### src/rtl/spi_decode_if.sv
// ---------------------------------------------------------------------------
// spi_decode_if
// Groups the SPI pins and the pixel-write result bus of spi_decode.
//   sck      SPI serial clock (mode 0), asynchronous to clk   (master -> slave)
//   sdi      SPI data in, MSB first                            (master -> slave)
//   cs       chip select, active-low                           (master -> slave)
//   sdo      SPI data out, echo of the previous byte           (slave -> master)
//   x, y     write column / row                                (slave -> master)
//   newColor 3-bit color code                                  (slave -> master)
//   brush    brush-active flag                                 (slave -> master)
//   ready    one-cycle strobe, x/y/newColor/brush valid        (slave -> master)
// ---------------------------------------------------------------------------
interface spi_decode_if;
    logic       sck;
    logic       sdi;
    logic       cs;
    logic       sdo;
    logic [7:0] x;
    logic [7:0] y;
    logic [2:0] newColor;
    logic       brush;
    logic       ready;

    modport master (
        output sck, sdi, cs,
        input  sdo, x, y, newColor, brush, ready
    );

    modport slave (
        input  sck, sdi, cs,
        output sdo, x, y, newColor, brush, ready
    );
endinterface

### src/rtl/spi_decode.sv
// ---------------------------------------------------------------------------
// spi_decode
// SPI (mode 0) slave that decodes 3-byte pixel-write packets:
//   byte 0: {3'b101, brush, -, color[2:0]}   byte 1: x   byte 2: y
// Each completed packet updates x/y/newColor/brush and strobes ready for one
// clk cycle. sdo echoes the previous byte, MSB first.
// Ports:
//   clk    system clock, must run at least 4x sck
//   reset  asynchronous, active-high
//   bus    spi_decode_if.slave (sck, sdi, cs in; sdo, x, y, newColor,
//          brush, ready out)
// ---------------------------------------------------------------------------
module spi_decode (
    input  logic         clk,
    input  logic         reset,
    spi_decode_if.slave  bus
);
    typedef enum logic [2:0] {IDLE, CMD, XB, YB, DROP} state_t;

    state_t     r_state, w_state_next;

    logic       r_sck_s1, r_sck_s2, r_sck_d;
    logic       r_sdi_s1, r_sdi_s2;
    logic       r_cs_s1,  r_cs_s2;
    logic [1:0] r_warm;
    logic       r_cs_seen;

    logic [2:0] r_bit_cnt;
    logic [7:0] r_rx;
    logic [7:0] r_byte;
    logic       r_byte_vld;
    logic [7:0] r_tx;
    logic       r_tx_hold;

    logic       r_pend_brush;
    logic [2:0] r_pend_color;
    logic [7:0] r_pend_x;
    logic [7:0] r_x, r_y;
    logic [2:0] r_color;
    logic       r_brush;
    logic       r_ready;

    logic       w_sck_rise, w_sck_fall, w_cs_low;
    logic       w_shift, w_byte_done;
    logic [7:0] w_rx_next;
    logic       w_clr_frame, w_lat_cmd, w_lat_x, w_out_load;

    assign w_cs_low    = ~r_cs_s2;
    assign w_sck_rise  =  r_sck_s2 & ~r_sck_d;
    assign w_sck_fall  = ~r_sck_s2 &  r_sck_d;
    assign w_rx_next   = {r_rx[6:0], r_sdi_s2};
    assign w_shift     = w_sck_rise & w_cs_low & (r_state != IDLE);
    assign w_byte_done = w_shift & (r_bit_cnt == 3'd7);

    // Synchronizers. cs resets high so the bus looks deselected out of reset.
    // r_warm marks when the cs synchronizer holds a real pad sample, so a cs
    // held low through reset is not mistaken for a fresh assertion.
    // NOTE: every clocked register uses <= so all flops sample pre-edge values.
    always_ff @(posedge clk or posedge reset) begin
        if (reset) begin
            r_sck_s1  <= 1'b0;
            r_sck_s2  <= 1'b0;
            r_sck_d   <= 1'b0;
            r_sdi_s1  <= 1'b0;
            r_sdi_s2  <= 1'b0;
            r_cs_s1   <= 1'b1;
            r_cs_s2   <= 1'b1;
            r_warm    <= 2'b00;
            r_cs_seen <= 1'b0;
        end else begin
            r_sck_s1  <= bus.sck;
            r_sck_s2  <= r_sck_s1;
            r_sck_d   <= r_sck_s2;
            r_sdi_s1  <= bus.sdi;
            r_sdi_s2  <= r_sdi_s1;
            r_cs_s1   <= bus.cs;
            r_cs_s2   <= r_cs_s1;
            r_warm    <= {r_warm[0], 1'b1};
            if (w_clr_frame)
                r_cs_seen <= 1'b0;
            else if (r_warm[1] && r_cs_s2)
                r_cs_seen <= 1'b1;
        end
    end

    // Receive shifter and bit counter; the 3-bit count wraps to 0 after bit 7.
    always_ff @(posedge clk or posedge reset) begin
        if (reset) begin
            r_bit_cnt  <= 3'd0;
            r_rx       <= 8'h00;
            r_byte     <= 8'h00;
            r_byte_vld <= 1'b0;
        end else begin
            r_byte_vld <= 1'b0;
            if (w_clr_frame || !w_cs_low) begin
                r_bit_cnt <= 3'd0;
                r_rx      <= 8'h00;
            end else if (w_shift) begin
                r_rx      <= w_rx_next;
                r_bit_cnt <= r_bit_cnt + 3'd1;
                if (r_bit_cnt == 3'd7) begin
                    r_byte     <= w_rx_next;
                    r_byte_vld <= 1'b1;
                end
            end
        end
    end

    // Transmit shifter. The sck falling edge that closes the last bit of a
    // byte follows the byte-boundary load, so it is skipped (r_tx_hold);
    // otherwise the freshly loaded MSB would be gone before the master
    // samples it on the next rising edge.
    always_ff @(posedge clk or posedge reset) begin
        if (reset) begin
            r_tx      <= 8'h00;
            r_tx_hold <= 1'b0;
        end else if (!w_cs_low || w_clr_frame) begin
            r_tx      <= 8'h00;
            r_tx_hold <= 1'b0;
        end else if (w_byte_done) begin
            r_tx      <= w_rx_next;
            r_tx_hold <= 1'b1;
        end else if (w_sck_fall) begin
            if (r_tx_hold)
                r_tx_hold <= 1'b0;
            else
                r_tx <= {r_tx[6:0], 1'b0};
        end
    end

    always_ff @(posedge clk or posedge reset) begin
        if (reset)
            r_state <= IDLE;
        else
            r_state <= w_state_next;
    end

    // Packet FSM. Deselect wins over everything, including a byte that
    // completes in the same cycle, so a partial packet never strobes ready.
    // NOTE: every output of this block gets a default first so no latch is inferred.
    always_comb begin
        w_state_next = r_state;
        w_clr_frame  = 1'b0;
        w_lat_cmd    = 1'b0;
        w_lat_x      = 1'b0;
        w_out_load   = 1'b0;
        if (!w_cs_low) begin
            w_state_next = IDLE;
        end else begin
            case (r_state)
                IDLE: if (r_cs_seen) begin
                    w_state_next = CMD;
                    w_clr_frame  = 1'b1;
                end
                CMD: if (r_byte_vld) begin
                    if (r_byte[7:5] == 3'b101) begin
                        w_lat_cmd    = 1'b1;
                        w_state_next = XB;
                    end else begin
                        w_state_next = DROP;
                    end
                end
                XB: if (r_byte_vld) begin
                    w_lat_x      = 1'b1;
                    w_state_next = YB;
                end
                YB: if (r_byte_vld) begin
                    w_out_load   = 1'b1;
                    w_state_next = CMD;
                end
                DROP:    w_state_next = DROP;
                default: w_state_next = IDLE;
            endcase
        end
    end

    // Pending fields and the output register; outputs move only with ready.
    always_ff @(posedge clk or posedge reset) begin
        if (reset) begin
            r_pend_brush <= 1'b0;
            r_pend_color <= 3'd0;
            r_pend_x     <= 8'h00;
            r_x          <= 8'h00;
            r_y          <= 8'h00;
            r_color      <= 3'd0;
            r_brush      <= 1'b0;
            r_ready      <= 1'b0;
        end else begin
            r_ready <= w_out_load;
            if (!w_cs_low) begin
                r_pend_brush <= 1'b0;
                r_pend_color <= 3'd0;
                r_pend_x     <= 8'h00;
            end else begin
                if (w_lat_cmd) begin
                    r_pend_brush <= r_byte[4];
                    r_pend_color <= r_byte[2:0];
                end
                if (w_lat_x)
                    r_pend_x <= r_byte;
            end
            if (w_out_load) begin
                r_brush <= r_pend_brush;
                r_color <= r_pend_color;
                r_x     <= r_pend_x;
                r_y     <= r_byte;
            end
        end
    end

    assign bus.sdo      = r_tx[7];
    assign bus.x        = r_x;
    assign bus.y        = r_y;
    assign bus.newColor = r_color;
    assign bus.brush    = r_brush;
    assign bus.ready    = r_ready;
endmodule

### src/flat_wrapper.sv
// flat-port wrapper written by rule: the top's interface ports become plain ports
module spi_decode_flat 
  (clk, reset, bus_sck, bus_sdi, bus_cs, bus_sdo, bus_x, bus_y, bus_newColor, bus_brush, bus_ready);
  spi_decode_if bus_i ();
  input  logic clk;
  input  logic reset;
  input wire logic [$bits(bus_i.sck)-1:0] bus_sck;
  input wire logic [$bits(bus_i.sdi)-1:0] bus_sdi;
  input wire logic [$bits(bus_i.cs)-1:0] bus_cs;
  output wire logic [$bits(bus_i.sdo)-1:0] bus_sdo;
  output wire logic [$bits(bus_i.x)-1:0] bus_x;
  output wire logic [$bits(bus_i.y)-1:0] bus_y;
  output wire logic [$bits(bus_i.newColor)-1:0] bus_newColor;
  output wire logic [$bits(bus_i.brush)-1:0] bus_brush;
  output wire logic [$bits(bus_i.ready)-1:0] bus_ready;
  assign bus_i.sck = bus_sck;
  assign bus_i.sdi = bus_sdi;
  assign bus_i.cs = bus_cs;
  assign bus_sdo = bus_i.sdo;
  assign bus_x = bus_i.x;
  assign bus_y = bus_i.y;
  assign bus_newColor = bus_i.newColor;
  assign bus_brush = bus_i.brush;
  assign bus_ready = bus_i.ready;
  spi_decode u_core (.clk(clk), .reset(reset), .bus(bus_i));
endmodule
### config.mk
export PLATFORM = sky130hd
export DESIGN_NAME = spi_decode_flat
export DESIGN_NICKNAME = d
export VERILOG_FILES = /design/src/rtl/spi_decode_if.sv /design/src/rtl/spi_decode.sv /design/src/flat_wrapper.sv
export SDC_FILE = /design/constraint.sdc
export NUM_CORES = 1
export LEC_CHECK = 0
export CAP_MARGIN = 20
export CORE_MARGIN = 2
export CORE_UTILIZATION = 55
export DETAILED_ROUTE_END_ITERATION = 8
export PLACE_DENSITY = 0.77
export SLEW_MARGIN = 20
export SYNTH_ARGS = -nofsm -noshare
export SYNTH_HDL_FRONTEND = slang
export SYNTH_SLANG_ARGS = --single-unit
### constraint.sdc
create_clock -name clk -period 7.8 [get_ports clk]
set_clock_uncertainty 0.15 [all_clocks]
set_input_delay 1.95 -clock clk [delete_from_list [all_inputs] [get_ports clk]]
set_output_delay 1.95 -clock clk [all_outputs]
set_load 0.03 [all_outputs]
## After elaboration in Yosys (flattened, before gate mapping)

Index checks and enable logic that the tools add are counted.

- Bits in read-only memories: 0
- Memories: 0
- Output and inout port bits: 22
- RAM bits: 0
- Bits in registers: 74
- Latch bits: 0

- Div/mod/pow operators: 0
- Reduce and logical (&&, ||, !) cells: 12
- Bitwise operators: 9
- $add $sub $neg: 1
- Equal/unequal tests: 11
- Multiplexer cells: 41
- Multipliers: 0
- Order comparisons: 0
- Shift operators: 0

Operators by type and width:

| cell | number |
|---|---|
| two-way mux 8 bit | 6 |
| two-way mux 3 bit | 10 |
| two-way mux 1 bit | 22 |
| case mux 3 bit (5 select lines) | 1 |
| two-way mux 7 bit | 2 |
| inequality test 3 x 1 -> 1 bit (second input constant) | 4 |
| == test 3 bit (second input constant) | 3 |
| nonzero test 2 bit | 4 |
| == test 3 x 2 -> 1 bit (second input constant) | 2 |
| nonzero test 3 bit | 2 |
| AND 1 bit | 5 |
| inverter 1 bit | 4 |
| AND reduction 4 bit | 1 |
| adder 3 x 1 -> 3 bit (second input constant) | 1 |
| == test 3 x 1 -> 1 bit (second input constant) | 1 |
| zero test 3 bit | 1 |
| inequality test 3 bit (second input constant) | 1 |
| AND reduction 3 bit | 1 |
| AND reduction 2 bit | 1 |
| logical AND 1 bit | 1 |
| logical OR 1 bit | 1 |

## Longest topological paths before layout

- Word-level depth: 7
- Gate-level depth with buffers: 7

## Worst setup path after synthesis

Ideal clock, no wire load.

- Path type: flip-flop to output port
- From: register u_core.r_tx[7]
- To: output bus_sdo
- Cell stages (with the launch flop): 1
- Slack: 5.219 ns
- Required time: 5.700 ns
- Arrival time: 0.481 ns
- Path through: dfrtp_1

RTL lines:

| element | RTL line | source |
|---|---|---|
| from (decl) | spi_decode.sv:32 | `logic [7:0] r_tx;` |
| from (signal assigned) | spi_decode.sv:121 | `r_tx <= w_rx_next;` |
| from (signal assigned) | spi_decode.sv:127 | `r_tx <= {r_tx[6:0], 1'b0};` |
| to (decl) | flat_wrapper.sv:10 | `output wire logic [$bits(bus_i.sdo)-1:0] bus_sdo;` |

No word-level cell between the ends.

## Worst setup path after layout

- From: register u_core.r_y[6], in the netlist u_core.bus.y[6]
- To: output bus_y[6]

RTL lines:

| element | RTL line | source |
|---|---|---|
| from (decl) | spi_decode.sv:38 | `logic [7:0] r_x, r_y;` |
| from (signal assigned) | spi_decode.sv:206 | `r_y <= r_byte;` |
| to (decl) | flat_wrapper.sv:12 | `output wire logic [$bits(bus_i.y)-1:0] bus_y;` |

No word-level cell between the ends.

==> results.txt <==
----------------------------------------------------
[Run status]
  Run status ... complete, no violations

[Timing]
  Endpoints failing setup ... 0
  Actual transition at the worst max-transition pin ... roughly 0.9 ns
  Final hold vios ... 0
  Min Clock Period, post-route ... 3.49 ns
  Relative slew slack ... 39.6%
  Highest Clock Rate ... roughly 290 MHz
  Setup TNS after final layout ... 0 ns
  Final worst slack ... about 4.3 ns
  Share of the clock period used by the worst path after layout ... 44.7%
  Setup repair after global routing missed its margin ... false
  Hold Slack ... 0.206 ns
  Final max-slew violation count ... 0

[Job]
  Max-cap violations ... 0

[Routing]
  Post-Route WL ... 5.45 mm
  Post-DRT Antenna Nets ... 0
  Iteration-0 DRC Markers ... 110
  Count of vias placed by the detailed router ... 1910
  Detail-routed via count per cell ... 5.52
  Final routed wire length divided by cell count ... about 16 microns
  DR pass1 iterations ... 5
  Drc violations ... 0

[Cells and area]
  NumNets Final ... 276
  Ant diodes ... 0
  Fillcell total ... 412
  Most common cell after layout, fill and taps aside ... dfrtp_1
  Most frequent cells in the layout ... dfrtp_1, clkdlybuf4s50_1, mux2_2, o21ai_0, mux2i_1
  Area overhead of the layout relative to synthesis ... 15.4%
  Layout cell share with drive strength beyond 1 ... 19.3%

[Synth]
  Average cell area after synthesis ... 12.7 sq um
  FFs w/ async S/R, synth ... 100%
  Ys Warns ... 0
  Net count after synthesis ... 249
  Yosys top cell area share ... a little under 60%
  Top cells by area, synth ... dfrtp_1, mux2_2, mux2i_1, o21ai_0, nand3_1
  Number of distinct standard cells referenced by the synthesized netlist ... 39
  EDFF count, synth ... 0
  Top FF cell, synth ... dfrtp_1
  Synth Register Bits ... 74
  Netlist area before placement ... 3060 sq um
  Gate count of the mapped netlist ... roughly 240
  Sequential share of the synthesized area ... around three fifths
  Library cell occupying the most area in the post-synthesis netlist ... dfrtp_1

[Clock network]
  Total setup buffers inserted after CTS ... 0
  Deepest level of the CTS H-tree ... 3
  Hold Buf Count CTS ... 0
  Clk Tree Root Cell ... clkbuf_8
  Sink Count ... 74
  TritonCTS clock tree ... built
  Post-CTS Resized ... 0
  Worst-path clk slew ... approximately 0.08 ns
  Total CTS buffers ... 9
  Skew-Pair Late Insertion Delay ... 0.35 ns
  Maximum count of clock buffers along a single path ... 2

[Setup path]
  FF-to-FF setup slack ... 5.62 ns
  Logic depth of the worst register-to-register path ... 4
  Kind of cell adding the most delay to the critical path ... buffers and inverters
  Combined buffer and inverter count along the critical path ... 1
  Worst path required time ... approximately 5.7 ns
  Reg2Reg Capture Point ... u_core.bus.x[1]
  Critical Path Slowest Stage Cell ... clkdlybuf4s50_1
  Capturing element type of the critical path ... output port
  Maximum fanout along the worst path ... 2
  Worst setup path category ... reg2out
  Sort of element at the start of the critical path ... flip-flop
  RR Startpoint ... u_core.r_cs_s2
  Cell-by-cell listing of the critical path ... clkdlybuf4s50_1
  Data arrival at the endpoint of the critical path ... 1.39 ns
  Biggest cell delay along the critical path ... 0.67 ns

[Power]
  Total Power Consumption ... 0.000676 W
  Power per Cell Area ... 191 nW/um^2
  Maximum vdd ir drop ... 149 uV
  Leakage power ... between 1.5 and 2 nW

[Place]
  Placed wire-length estimate ... 3.54 mm
  Number of port buffers ... 26
  Routability congestion estimate from global placement ... 0.795
  Placement-stage worst setup slack ... around 4.4 ns

[Die]
  Row count ... 27
  Die width ... 78.6 microns
  Area of the die ... 6180 sq um
  I/O pin total ... 27
  Initial Utilization ... approximately 56%
  Vertical die dimension ... 78.6 microns
  Total core area ... 5440 sq um

[Worst hold path]
  Classification of the worst-slack hold path ... reg2reg
  Startpoint of the tightest hold check path ... u_core.r_sdi_s1
  Worst hold path depth ... 0
  Terminating pin of the worst hold path ... u_core.r_sdi_s2

[GRT]
  Global route total overflow ... 0
  Number of global-route vias before repair ... 1996
  First-pass GRT wire length ... 9.42 mm
  Maximum number of pins on one net before global-route repair ... 75
  Number of antenna violations at the first check in global routing ... 0
  Busiest layer in global routing ... met2
  GRT met2 Usage ... 33.1%
  GRT Util Overall ... 20.3%
  Grt met1 use ... 25.3%
  Met3 GRT Util ... 5.17%

----------------------------------------------------
sequential cells by signal (all words and copies together), names as in the netlist, 2 cells and up:
register / flops
u_core.r_tx: 8
u_core.r_state: 3
u_core.bus.newColor: 3
u_core.bus.x: 8
u_core.r_pend_color: 3
u_core.r_bit_cnt: 3
u_core.r_rx: 7
u_core.bus.y: 8
u_core.r_pend_x: 8
u_core.r_warm: 2
u_core.r_byte: 8
per-layer routing:
layer	share of wire, %	routed length (microns)	up-vias
met5	0	0	-
met4	2.3	127	0
met3	3.6	197	10
met2	49	2660	35
met1	45	2470	958
li1	-	-	907
layout make-up:
type                            count  area, sq um  share of cell area [%]
Clock buffer                        9          124                    3.50
Sequential cell                    74         1850                    52.5
Timing Repair Buffer               31          302                    8.53
Inverter                            5         21.3                   0.602
Multi-Input combinational cell    148         1100                    31.0
Clock inverter                      7         46.3                    1.31
Tap cell                           72         90.1                    2.55
report_power, final:
group | internal [W] | switching [W]
Sequential | 0.000387 | 0.00000459
Clock | 0.000114 | 0.000142
Combinational | 0.00000774 | 0.0000205
how the worst max path moves through the flow:
stage	cells after the start	slack (ns)	start	endpoint
finish	1	4.31	u_core.bus.y[6]	bus_y[6]
global route	1	4.27	u_core.bus.y[6]	bus_y[6]
CTS	1	4.30	u_core.bus.y[6]	bus_y[6]
detailed placement	3	4.45	reset	u_core.r_state[1]
global placement	3	4.46	reset	u_core.r_state[1]
floorplan	1	3.82	reset	u_core.bus.brush
Yosys cell counts, types with 2 or more instances:
master,n
a211oi_1,3
a21boi_0,2
a21oi_1,11
buf_2,7
buf_6,3
clkbuf_1,4
dfrtp_1,72
dfstp_2,2
ha_1,2
inv_1,4
mux2_2,20
mux2_4,2
mux2i_1,19
nand2_1,9
nand2b_1,8
nand3_1,15
nor2_1,11
nor3_1,3
o21ai_0,19
o31ai_1,5
or3_1,3
through the flow:
step                std cells  instance area (sq um)  util, %
detailed placement        330                   3360     61.9
finish                    346                   3530     65.0
global route              346                   3530     65.0
floorplan                 242                   3060        -
CTS                       346                   3530     65.0
global placement          329                   3350     61.7
cells by family after synthesis:
group | share of synthesized area [%]
other cells | 0.122
mux | 14.5
simple gates | 12.2
buf+inv | 3.67
fa+ha+maj | 0.817
flops | 60.5
compound gates | 8.13
Power figures use the tool's default switching activity.
